===== config.mk =====
export PLATFORM = sky130hd
export DESIGN_NAME = operate_channel_arbiter
export DESIGN_NICKNAME = d
export VERILOG_FILES = /design/src/rtl/operate_channel_arbiter.sv
export SDC_FILE = /design/constraint.sdc
export NUM_CORES = 1
export LEC_CHECK = 0
export ABC_CLOCK_PERIOD_IN_PS = 2590
export BUFFER_PORTS_ARGS = -buffer_cell sky130_fd_sc_hd__buf_2
export CAP_MARGIN = 20
export CORE_UTILIZATION = 43
export DETAILED_ROUTE_END_ITERATION = 16
export GPL_TIMING_DRIVEN = 0
export PLACE_DENSITY = 0.76
export SYNTH_ARGS = -nofsm -noshare
export SYNTH_HDL_FRONTEND = slang
export SYNTH_SLANG_ARGS = --single-unit

===== constraint.sdc =====
create_clock -name clk -period 2.59 [get_ports clk]
set_input_delay 0.259 -clock clk [delete_from_list [all_inputs] [get_ports clk]]
set_output_delay 0.259 -clock clk [all_outputs]
set_load 0.01 [all_outputs]

===== src/rtl/operate_channel_arbiter.sv =====
// Two-requester arbiter for the 8-bit traveler operation channel: holds each command frame, then a null gap.
// Build option: define OPERATE_MANUAL_PRIORITY_EN for fixed manual priority instead of round-robin.
module operate_channel_arbiter #(
    parameter int HOLD_CYCLES = 4,
    parameter int GAP_CYCLES  = 2,
    parameter int CNT_W       = 16
) (
    input  logic             clk,
    input  logic             rst,
    input  logic             man_valid,
    input  logic [4:0]       man_op,
    output logic             man_ready,
    input  logic             scr_valid,
    input  logic [4:0]       scr_op,
    output logic             scr_ready,
    input  logic             scr_enable,
    output logic [7:0]       data,
    output logic             busy,
    output logic             grant_src,
    output logic             err_pulse,
    output logic [CNT_W-1:0] cmd_count
);
    localparam int TMR_MAX = (HOLD_CYCLES > GAP_CYCLES) ? HOLD_CYCLES : GAP_CYCLES;
    localparam int TMR_W   = $clog2(TMR_MAX + 1);
    localparam logic [TMR_W-1:0] HOLD_LOAD = TMR_W'(HOLD_CYCLES - 1);
    localparam logic [TMR_W-1:0] GAP_LOAD  = TMR_W'(GAP_CYCLES - 1);
    localparam logic [7:0] NULL_FRAME = 8'b0_00000_10;

    typedef enum logic [1:0] {IDLE, HOLD, GAP} state_t;

    state_t           state_reg, state_next;
    logic [TMR_W-1:0] tmr_reg, tmr_next;
    logic [4:0]       op_reg, op_next;
    logic             grant_reg, grant_next;
    logic             err_reg, err_next;
    logic [CNT_W-1:0] cnt_reg, cnt_next;

    logic       idle;
    logic       scr_req;
    logic       sel_scr;
    logic       accept;
    logic [4:0] acc_op;
    logic       op_ok;

    assign idle    = (state_reg == IDLE);
    assign scr_req = scr_valid & scr_enable;

`ifdef OPERATE_MANUAL_PRIORITY_EN
    assign sel_scr = scr_req & ~man_valid;
`else
    // ptr_reg = 1 means script was granted last; resets to script so manual wins first contention
    logic ptr_reg;
    assign sel_scr = (scr_req & man_valid) ? ~ptr_reg : scr_req;

    always_ff @(posedge clk or posedge rst) begin
        if (rst) begin
            ptr_reg <= 1'b1;
        end else if (accept) begin
            ptr_reg <= sel_scr;
        end
    end
`endif

    assign man_ready = idle & man_valid & ~sel_scr;
    assign scr_ready = idle & sel_scr;
    assign accept    = man_ready | scr_ready;
    assign acc_op    = sel_scr ? scr_op : man_op;
    assign op_ok     = (acc_op != 5'd0) && ((acc_op & (acc_op - 5'd1)) == 5'd0);

    always_comb begin
        state_next = state_reg;
        tmr_next   = tmr_reg;
        op_next    = op_reg;
        grant_next = grant_reg;
        err_next   = 1'b0;
        cnt_next   = cnt_reg;
        case (state_reg)
            IDLE: begin
                if (accept) begin
                    grant_next = sel_scr;
                    if (op_ok) begin
                        op_next    = acc_op;
                        state_next = HOLD;
                        tmr_next   = HOLD_LOAD;
                        cnt_next   = cnt_reg + CNT_W'(1);
                    end else begin
                        // malformed op is consumed and dropped
                        err_next = 1'b1;
                    end
                end
            end
            HOLD: begin
                if (tmr_reg == '0) begin
                    state_next = GAP;
                    tmr_next   = GAP_LOAD;
                end else begin
                    tmr_next = tmr_reg - TMR_W'(1);
                end
            end
            GAP: begin
                if (tmr_reg == '0) begin
                    state_next = IDLE;
                end else begin
                    tmr_next = tmr_reg - TMR_W'(1);
                end
            end
            default: state_next = IDLE;
        endcase
    end

    always_ff @(posedge clk or posedge rst) begin
        if (rst) begin
            state_reg <= IDLE;
            tmr_reg   <= '0;
            op_reg    <= '0;
            grant_reg <= 1'b0;
            err_reg   <= 1'b0;
            cnt_reg   <= '0;
        end else begin
            state_reg <= state_next;
            tmr_reg   <= tmr_next;
            op_reg    <= op_next;
            grant_reg <= grant_next;
            err_reg   <= err_next;
            cnt_reg   <= cnt_next;
        end
    end

    assign data      = (state_reg == HOLD) ? {1'b0, op_reg, 2'b10} : NULL_FRAME;
    assign busy      = ~idle;
    assign grant_src = grant_reg;
    assign err_pulse = err_reg;
    assign cmd_count = cnt_reg;

endmodule


---- Yosys cells after proc, flatten, opt, wreduce, memory -nomap -nowiden ----
Cells that the tools add are included.
storage, ports and cells
  word-level logic and storage cells ...... 53
  output and inout port bits .............. 29
  bits in registers ....................... 29
cells by class
  equality and inequality tests ........... 7
  reduce and logical (&&, ||, !) cells .... 10
  bitwise gates (word level) .............. 10
  $add $sub $neg .......................... 3
  muxes and demuxes ....................... 16
operators by type and width
  kind                                               number
  adder 16 x 1 -> 16 bit (second input constant)     1
  2-to-1 mux 3 bit                                   4
  case mux 3 bit (3 select lines)                    1
  2-to-1 mux 2 bit                                   4
  AND reduction 4 bit                                2
  2-to-1 mux 7 bit                                   1
  != test 2 bit (second input constant)              3
  case mux 2 bit (3 select lines)                    1
  AND 1 bit                                          5
  AND 5 bit                                          1
  logical NOT 5 bit                                  1
  2-to-1 mux 5 bit                                   1
  nonzero test 5 bit                                 1
  subtractor 5 x 1 -> 5 bit (second input constant)  1
  2-to-1 mux 1 bit                                   4
  != test 2 x 1 -> 1 bit (second input constant)     2
  logical NOT 3 bit                                  1
  inverter 1 bit                                     3
  AND reduction 3 bit                                1
  nonzero test 3 bit                                 1
  subtractor 3 x 1 -> 3 bit (second input constant)  1
  == test 2 x 1 -> 1 bit (second input constant)     1
  == test 2 bit (second input constant)              1
  logical NOT 2 bit                                  1
  other kinds (3)                                    3

---- Logic depth before layout (Yosys ltp) ----
Gate-level depths: netlist (run 1).
  depth after elaboration ................. 11
  gate-level depth with buffers ........... 8
  depth with buffers taken out ............ 7

---- Worst setup path before layout (run 1) ----
OpenSTA, ideal clock, no wires.
  kind .................................... reg-to-reg
  start point ............................. register state_reg[0]
  end point ............................... register cnt_reg[1] (netlist: cmd_count[1])
  buffers on the path ..................... 1
  path slack .............................. 0.888 ns
  library setup time ...................... 0.125 ns
  data required time ...................... 2.465 ns
  cell stages (with the launch flop) ...... 7
  arrival ................................. 1.578 ns
  cell sequence ........................... dfrtp_1 -> inv_1 -> ha_1 -> o21ai_0 -> a221oi_2 -> buf_4 -> mux2_2
between the ends
  word-level cells in the longest chain between the ends .. 5
  elaborated cells between the ends (all ways) .. 6
RTL lines
  item                                      line    source
  from (decl)                               31      state_t state_reg, state_next;
  from (signal assigned)                    120     state_reg <= state_next;
  logical NOT 2 bit (*)                     45, 77
  AND 1 bit (2 in series)                   64      assign man_ready = idle & man_valid & ~sel_scr;
  OR 1 bit                                  66      assign accept = man_ready | scr_ready;
  AND reduction 3 bit (no source line) (*)  --
  to (signal assigned)                      125     cnt_reg <= cnt_next;
  to (decl)                                 36      logic [CNT_W-1:0] cnt_reg, cnt_next;
Mark *: on every way between the ends. The rest lies on a longest branch, timed or not.
A chain may end at the register's enable or synchronous reset.

---- Worst setup path after layout (run 1) ----
Ends and elaborated chain as after synthesis.

==> results.md, run 1 <==
* Crit path time final at 2.06 ns
* CTS tree: yes
* Worst-path fanout max at 10
* GPL Wtd Cong at 0.825
* Gr busiest metal: met2
* H-tree depth at 2
* Worst skew pair latency at 0.28 ns
* Pwr Density at 825 mW/mm^2
* Largest net degree at the start of global routing at 25
* Largest register FFs at 16
* Die area at 0.00431 sq mm
* Post-synth top flop: dfrtp_1
* Worst Path Class, Setup: reg2reg
* Synth Area in Compound Gates at 0.170
* EDFF count, synth at 0
* DRT iter0 DRCs at 76
* Num CTS Buffers at 5
* First-pass GRT wire length at 6250 um
* Post-route setup slack at 0.533 ns
* Cell Chain, Critical Path: inv_1 > ha_1 > o21ai_0 > a221oi_2 > buf_4 > mux2_2
* Max Slew Vio Count at 0
* Critical Path End Type: flip-flop
* Hold slack at 0.268 ns
* I/O Pins at 44
* Yosys reg bits at 29
* Most frequent cells after synthesis: 28 x dfrtp_1, 19 x nand2_1, 15 x nor2_1
* FILL cells at 358
* Post-synth top area share at 0.403
* Grt met1 use at 0.271
* DR DRC count at 0
* Worst-case clock buffer depth at 2
* Routed WL at 3730 um
* Synth top area cells: dfrtp_1 40%, xnor2_1 7.0%, ha_1 4.3%
* CTS clock-pin slew for the worst setup and hold paths at 0.06 ns
* Post-CTS Setup Inserts at 0
* Via count of the first global-routing pass at 1392
* Via count at 1537
* CORE AREA at 0.00377 sq mm
* RSZ-0062 raised after global routing: no
* Hpwl dp at 2810 um
* Main combinational cell family by area after synthesis: simple AND/OR/NAND/NOR gates
* Via/cell ratio at 5.34
* Tot GR Track Use at 0.192
* Path type of the worst min-delay path: in2reg
* Synth Cell Area at 0.00174 sq mm
* Sequential fraction of the synthesis area at 0.418
* Post-synthesis mux area share at 0.0187
* Clock skew at 0.00388 ns
* Yosys warnings at 0
* Final Hold Fails at 0
* DR WL/cell at 12.9 um
* DRT antenna net count at 0
* Max Freq at 486 MHz
* Synth Area in Simple Gates at 0.203
* Max-cap violations at 0
* # nets final at 261
* Slowest CP cell: dfrtp_1
* Global route total overflow at 0
* Final antenna diode count at 0
* Chip height at 65.6 um
* Cell variety after synth at 41
* Syn_area_per_cell at 9.16 sq um
* Cell with the most instances after synthesis: dfrtp_1
* Non-Filler Instances at 288
* Pre-CTS worst setup slack at 0.577 ns
* Leak at 0.00103 uW
* Layout cells sized above 1 at 0.238
* Adder-cell area share of the yosys netlist at 0.0431
* Post-Syn Instances at 190
* Critical path required time at 2.75 ns
* Rows at 22
* Grt met2 use at 0.277
* Clk root buf: clkbuf_8
* Met3 Usage GRT at 0.0382
* Dpl cells at 280
* Max incr delay on CP at 0.40 ns
* Peak ir drop on the vdd network at 0.440 mV
* Crit start category: flip-flop
* Worst endpoint data arrival time at 2.22 ns
* Cell taking the most area after synthesis: dfrtp_1
* Final worst-path cycle share at 0.794
* Status: finished, final reports clean
* Initial cell density of the core at 0.462
* CTS sink count at 29
* Final setup fails at 0
* Initial antenna violation count at 0
* XOR/XNOR share of the synthesized area at 0.0956
* Setup tns final at 0 ns
* Area Overhead vs Synth at 22.3%
* Die Span X at 65.6 um
* Asr flop ratio synth at 1.00
* # port buffers at 40
* TritonRoute pass-1 iters at 4
[layer usage]
metal  share of wire  up-vias
met2            0.44       50
met5               0        -
met4           0.021        0
met3           0.061        9
li1                -      775
met1            0.48      703
[path summary, 6_finish.rpt]
kind / slack (ns) / end / depth (start not counted) / start
worst max-delay path: 0.53 / cmd_count[1] / 6 / state_reg[0]
worst min-delay path: 0.27 / op_reg[4] / 3 / scr_op[4]
worst max register to register: 0.53 / cmd_count[1] / 6 / state_reg[0]
worst min register to register: 0.47 / cmd_count[15] / 1 / cmd_count[15]
max in group asynchronous: 1.63 / ptr_reg / 4 / rst
min in group asynchronous: 0.47 / cmd_count[9] / 3 / rst
[where the power goes]
part / leakage (uW) / internal (uW) / switching (uW)
clock network: 0.0000443 / 210 / 159
logic: 0.000614 / 299 / 408
registers: 0.000367 / 579 / 102
[cell families (layout without fill, tap and decap cells)]
group | count (synthesis) | count (layout)
other | 2 | 3
buffers and inverters | 15 | 64
adder cells (fa/ha/maj) | 6 | 6
XOR/XNOR | 19 | 19
AND/OR/NAND/NOR | 72 | 72
multiplexers | 3 | 3
AO/OA/AOI/OAI | 44 | 44
flip-flops | 29 | 29
[cell type report]
type	count	area [sq um]	area share
plain buffers	7	51.3	0.0241
multi-input cells	147	936	0.440
inverters	8	30.0	0.0141
repair buffers	42	238	0.112
clock buffers	7	86.3	0.0406
flip-flops and latches	29	727	0.342
well taps	48	60.1	0.0282
[stage by stage]
step	util	total power (uW)	instance area (sq um)
after floorplan	-	1160	1740
after global placement	0.532	1370	2000
after CTS	0.564	1770	2130
after global routing	0.564	1890	2130
after detailed placement	0.539	1390	2030
final	0.564	1760	2130
[worst max-delay path, delay by kind of cell (launching register included)]
kind	cells	cell delay, ns
adder cells (fa/ha/maj)	1	0.30
multiplexers	1	0.34
flip-flops	1	0.40
AO/OA/AOI/OAI	2	0.57
buffers and inverters	2	0.33
[timing repair]
action	CTS	global route
hold endpoints to repair	5	0
hold buffers	1	0
setup endpoints to repair	0	0
gates resized for setup	0	0
[layout by cell type, fill, tap and decap left out, types with 4 or more instances in the layout]
| cell | count |
|---|---|
| a21oi_1 | 5 |
| a31oi_1 | 4 |
| and2_1 | 11 |
| buf_2 | 42 |
| buf_4 | 4 |
| clkbuf_8 | 6 |
| dfrtp_1 | 28 |
| ha_1 | 6 |
| inv_1 | 7 |
| nand2_1 | 19 |
| nand3_1 | 4 |
| nand4_1 | 10 |
| nor2_1 | 15 |
| nor3_1 | 5 |
| o211ai_1 | 6 |
| o21ai_0 | 13 |
| xnor2_1 | 14 |
| xor2_1 | 5 |
Note: power is estimated with default switching activity, not from simulation.
==> inputs of run 2 (changes only) <==
--- a/config.mk
+++ b/config.mk
@@ -5,7 +5,7 @@
 export SDC_FILE = /design/constraint.sdc
 export NUM_CORES = 1
 export LEC_CHECK = 0
-export ABC_CLOCK_PERIOD_IN_PS = 2590
+export ABC_CLOCK_PERIOD_IN_PS = 2000
 export BUFFER_PORTS_ARGS = -buffer_cell sky130_fd_sc_hd__buf_2
 export CAP_MARGIN = 20
 export CORE_UTILIZATION = 43
==> constraint.sdc (replaced) <==
create_clock -name clk -period 2 [get_ports clk]
set_input_delay 0.2 -clock clk [delete_from_list [all_inputs] [get_ports clk]]
set_output_delay 0.2 -clock clk [all_outputs]
set_load 0.01 [all_outputs]
==> run 2 against run 1 <==
First-iteration DRC count fell by 1.3%. Non-clock buffer count rose by 1. Final cell count up 0.35%. Critical path type unchanged. Highest routed layer unchanged.
==> results.md, run 2 (synthesis gave the netlist of run 1 again) <==
* Wire length on met3 at 192 um (was 228 um)
* Largest net degree at the start of global routing at 25 (unchanged)
* I/O Pins at 44 (unchanged)
* Via/cell ratio at 5.27 (was 5.34)
* Tot GR Track Use at 0.192 (unchanged)
* Area Overhead vs Synth at 23.7% (was 22.3%)
* Worst endpoint data arrival time at 2.04 ns (was 2.22 ns)
* Num CTS Buffers at 5 (unchanged)
* R2R Path Start: ptr_reg (was state_reg[0])
* DRT iter0 DRCs at 75 (was 76)
* Pwr Density at 1070 mW/mm^2 (was 825 mW/mm^2)
* Dpl cell area at 0.00203 sq mm (unchanged)
* # port buffers at 40 (unchanged)
* Max-cap violations at 0 (unchanged)
* # nets final at 262 (was 261)
* RSZ-0062 raised after global routing: no (unchanged)
* Initial antenna violation count at 0 (unchanged)
* Clk root buf: clkbuf_8 (unchanged)
* Hpwl dp at 2810 um (unchanged)
* Slowest CP cell: dfstp_2 (was dfrtp_1)
* TritonRoute pass-1 iters at 4 (unchanged)
* Final setup fails at 0 (unchanged)
* Max Slew Vio Count at 0 (unchanged)
* Final Hold Fails at 0 (unchanged)
* Worst skew pair latency at 0.28 ns (about the same)
* Most frequent cells in the layout: 41 x buf_2, 28 x dfrtp_1, 19 x nand2_1 (was 42 x buf_2, 28 x dfrtp_1, 19 x nand2_1)
* Family with the most delay on the worst path: flip-flops (was compound AO/OA/AOI/OAI gates)
* Final worst-path cycle share at 0.939 (was 0.794)
* Max incr delay on CP at 0.54 ns (was 0.40 ns)
* Clock skew at 0.00328 ns (was 0.00388 ns)
* FILL cells at 356 (was 358)
* Rows at 22 (unchanged)
* DR DRC count at 0 (unchanged)
* CTS clock-pin slew for the worst setup and hold paths at 0.06 ns (about the same)
* DRT antenna net count at 0 (unchanged)
* Leak at 0.00104 uW (was 0.00103 uW)
* Final antenna diode count at 0 (unchanged)
* Global route total overflow at 0 (unchanged)
* Worst-path fanout max at 10 (unchanged)
* Critical Path End Type: flip-flop (unchanged)
* Die area at 0.00431 sq mm (unchanged)
* Via count of the first global-routing pass at 1392 (unchanged)
* Highest metal layer with signal wires: met4 (unchanged)
* Post-route setup slack at 0.122 ns (was 0.533 ns)
* Chip height at 65.6 um (unchanged)
* Worst-case clock buffer depth at 2 (unchanged)
* Crit path time final at 1.88 ns (was 2.06 ns)
* First-pass GRT wire length at 6250 um (unchanged)
* Routed WL at 3700 um (was 3730 um)
* CTS sink count at 29 (unchanged)
* Design area at 0.00215 sq mm (was 0.00213 sq mm)
* Start point of the critical path: ptr_reg (was state_reg[0])
* Peak ir drop on the vdd network at 0.577 mV (was 0.440 mV)
* Worst min-delay path startpoint: scr_op[4] (unchanged)
* Met2 wire length at 1610 um (was 1640 um)
* Initial cell density of the core at 0.462 (unchanged)
* Status: finished, final reports clean (unchanged)
* CTS tree: yes (unchanged)
* H-tree depth at 2 (unchanged)
* Crit start category: flip-flop (unchanged)
* Cell Chain, Critical Path: and2_1 > a211oi_1 > a221oi_2 > buf_4 > buf_6 > nand2_1 > xnor2_1 (was inv_1 > ha_1 > o21ai_0 > a221oi_2 > buf_4 > mux2_2)
* Pre-CTS worst setup slack at -0.0128 ns (was 0.577 ns)
* DR WL/cell at 12.8 um (was 12.9 um)
* Worst Path Class, Setup: reg2reg (unchanged)
* Max Freq at 532 MHz (was 486 MHz)
* Commonest non-fill, non-tap cell in the layout: buf_2 (unchanged)
* Via count at 1524 (was 1537)
* Die Span X at 65.6 um (unchanged)
* Critical path required time at 2.16 ns (was 2.75 ns)
* Largest register FFs at 16 (unchanged)
* GPL Wtd Cong at 0.825 (unchanged)
* Path type of the worst min-delay path: in2reg (unchanged)
* Metal-1 WL at 1820 um (was 1780 um)
* Crit path buf inv count at 2 (unchanged)
* Layout cells sized above 1 at 0.249 (was 0.238)
* CORE AREA at 0.00377 sq mm (unchanged)
==> run 2: worst paths after layout <==
kind / slack [ns] / end / depth (start not counted)
setup / recovery: 0.12 / cmd_count[3] / 7
hold / removal: 0.21 / op_reg[4] / 3
setup reg to reg: 0.12 / cmd_count[3] / 7
hold reg to reg: 0.47 / cmd_count[15] / 1
max in group asynchronous: 1.10 / ptr_reg / 4
min in group asynchronous: 0.41 / cmd_count[9] / 3
==> run 2: power breakdown <==
part           leakage (uW)  internal (uW)  total, uW  switching (uW)
logic              0.000624            417        953             536
registers          0.000367            749        880             131
clock network     0.0000443            272        479             207
total               0.00104           1440       2310             874
==> run 2: per-layer routing <==
layer	GRT usage	vias up
met2	0.277	39
met1	0.271	700
met5	0	-
met4	0.0978	0
met3	0.0382	9
li1	-	776
==> run 2: repair_timing <==
action                                  CTS  global route
setup buffers                             0             1
endpoints found under the hold margin     5             0
resized for setup                         2             4
hold buffers                              1             0
pin swaps                                 0             1
endpoints found under the setup margin    5            25
==> run 2: worst reg2reg max path: stages (launching register included) <==
cell and delay (ns):
dfstp_2 0.54, and2_1 0.21, a211oi_1 0.09, a221oi_2 0.34
buf_4 0.24, buf_6 0.15, nand2_1 0.07, xnor2_1 0.12
==> run 2: area by class of cell <==
class	count	area, sq um	area share
Multi-Input combinational cell	147	948	0.441
Sequential cell	29	727	0.338
Timing Repair Buffer	43	245	0.114
Clock buffer	7	86.3	0.0401
Tap cell	48	60.1	0.0279
Buffer	7	53.8	0.0250
Inverter	8	31.3	0.0145
==> run 2: stage by stage <==
step	power, uW	setup TNS, ns	std cells	util	hold slack, ns
after floorplan	1500	0	191	-	0.277
after global placement	1770	0	279	0.532	0.458
after detailed placement	1800	-0.0272	280	0.539	0.163
after CTS	2300	0	288	0.565	0.205
after global routing	2490	0	289	0.571	0.223
final	2310	0	289	0.571	0.208
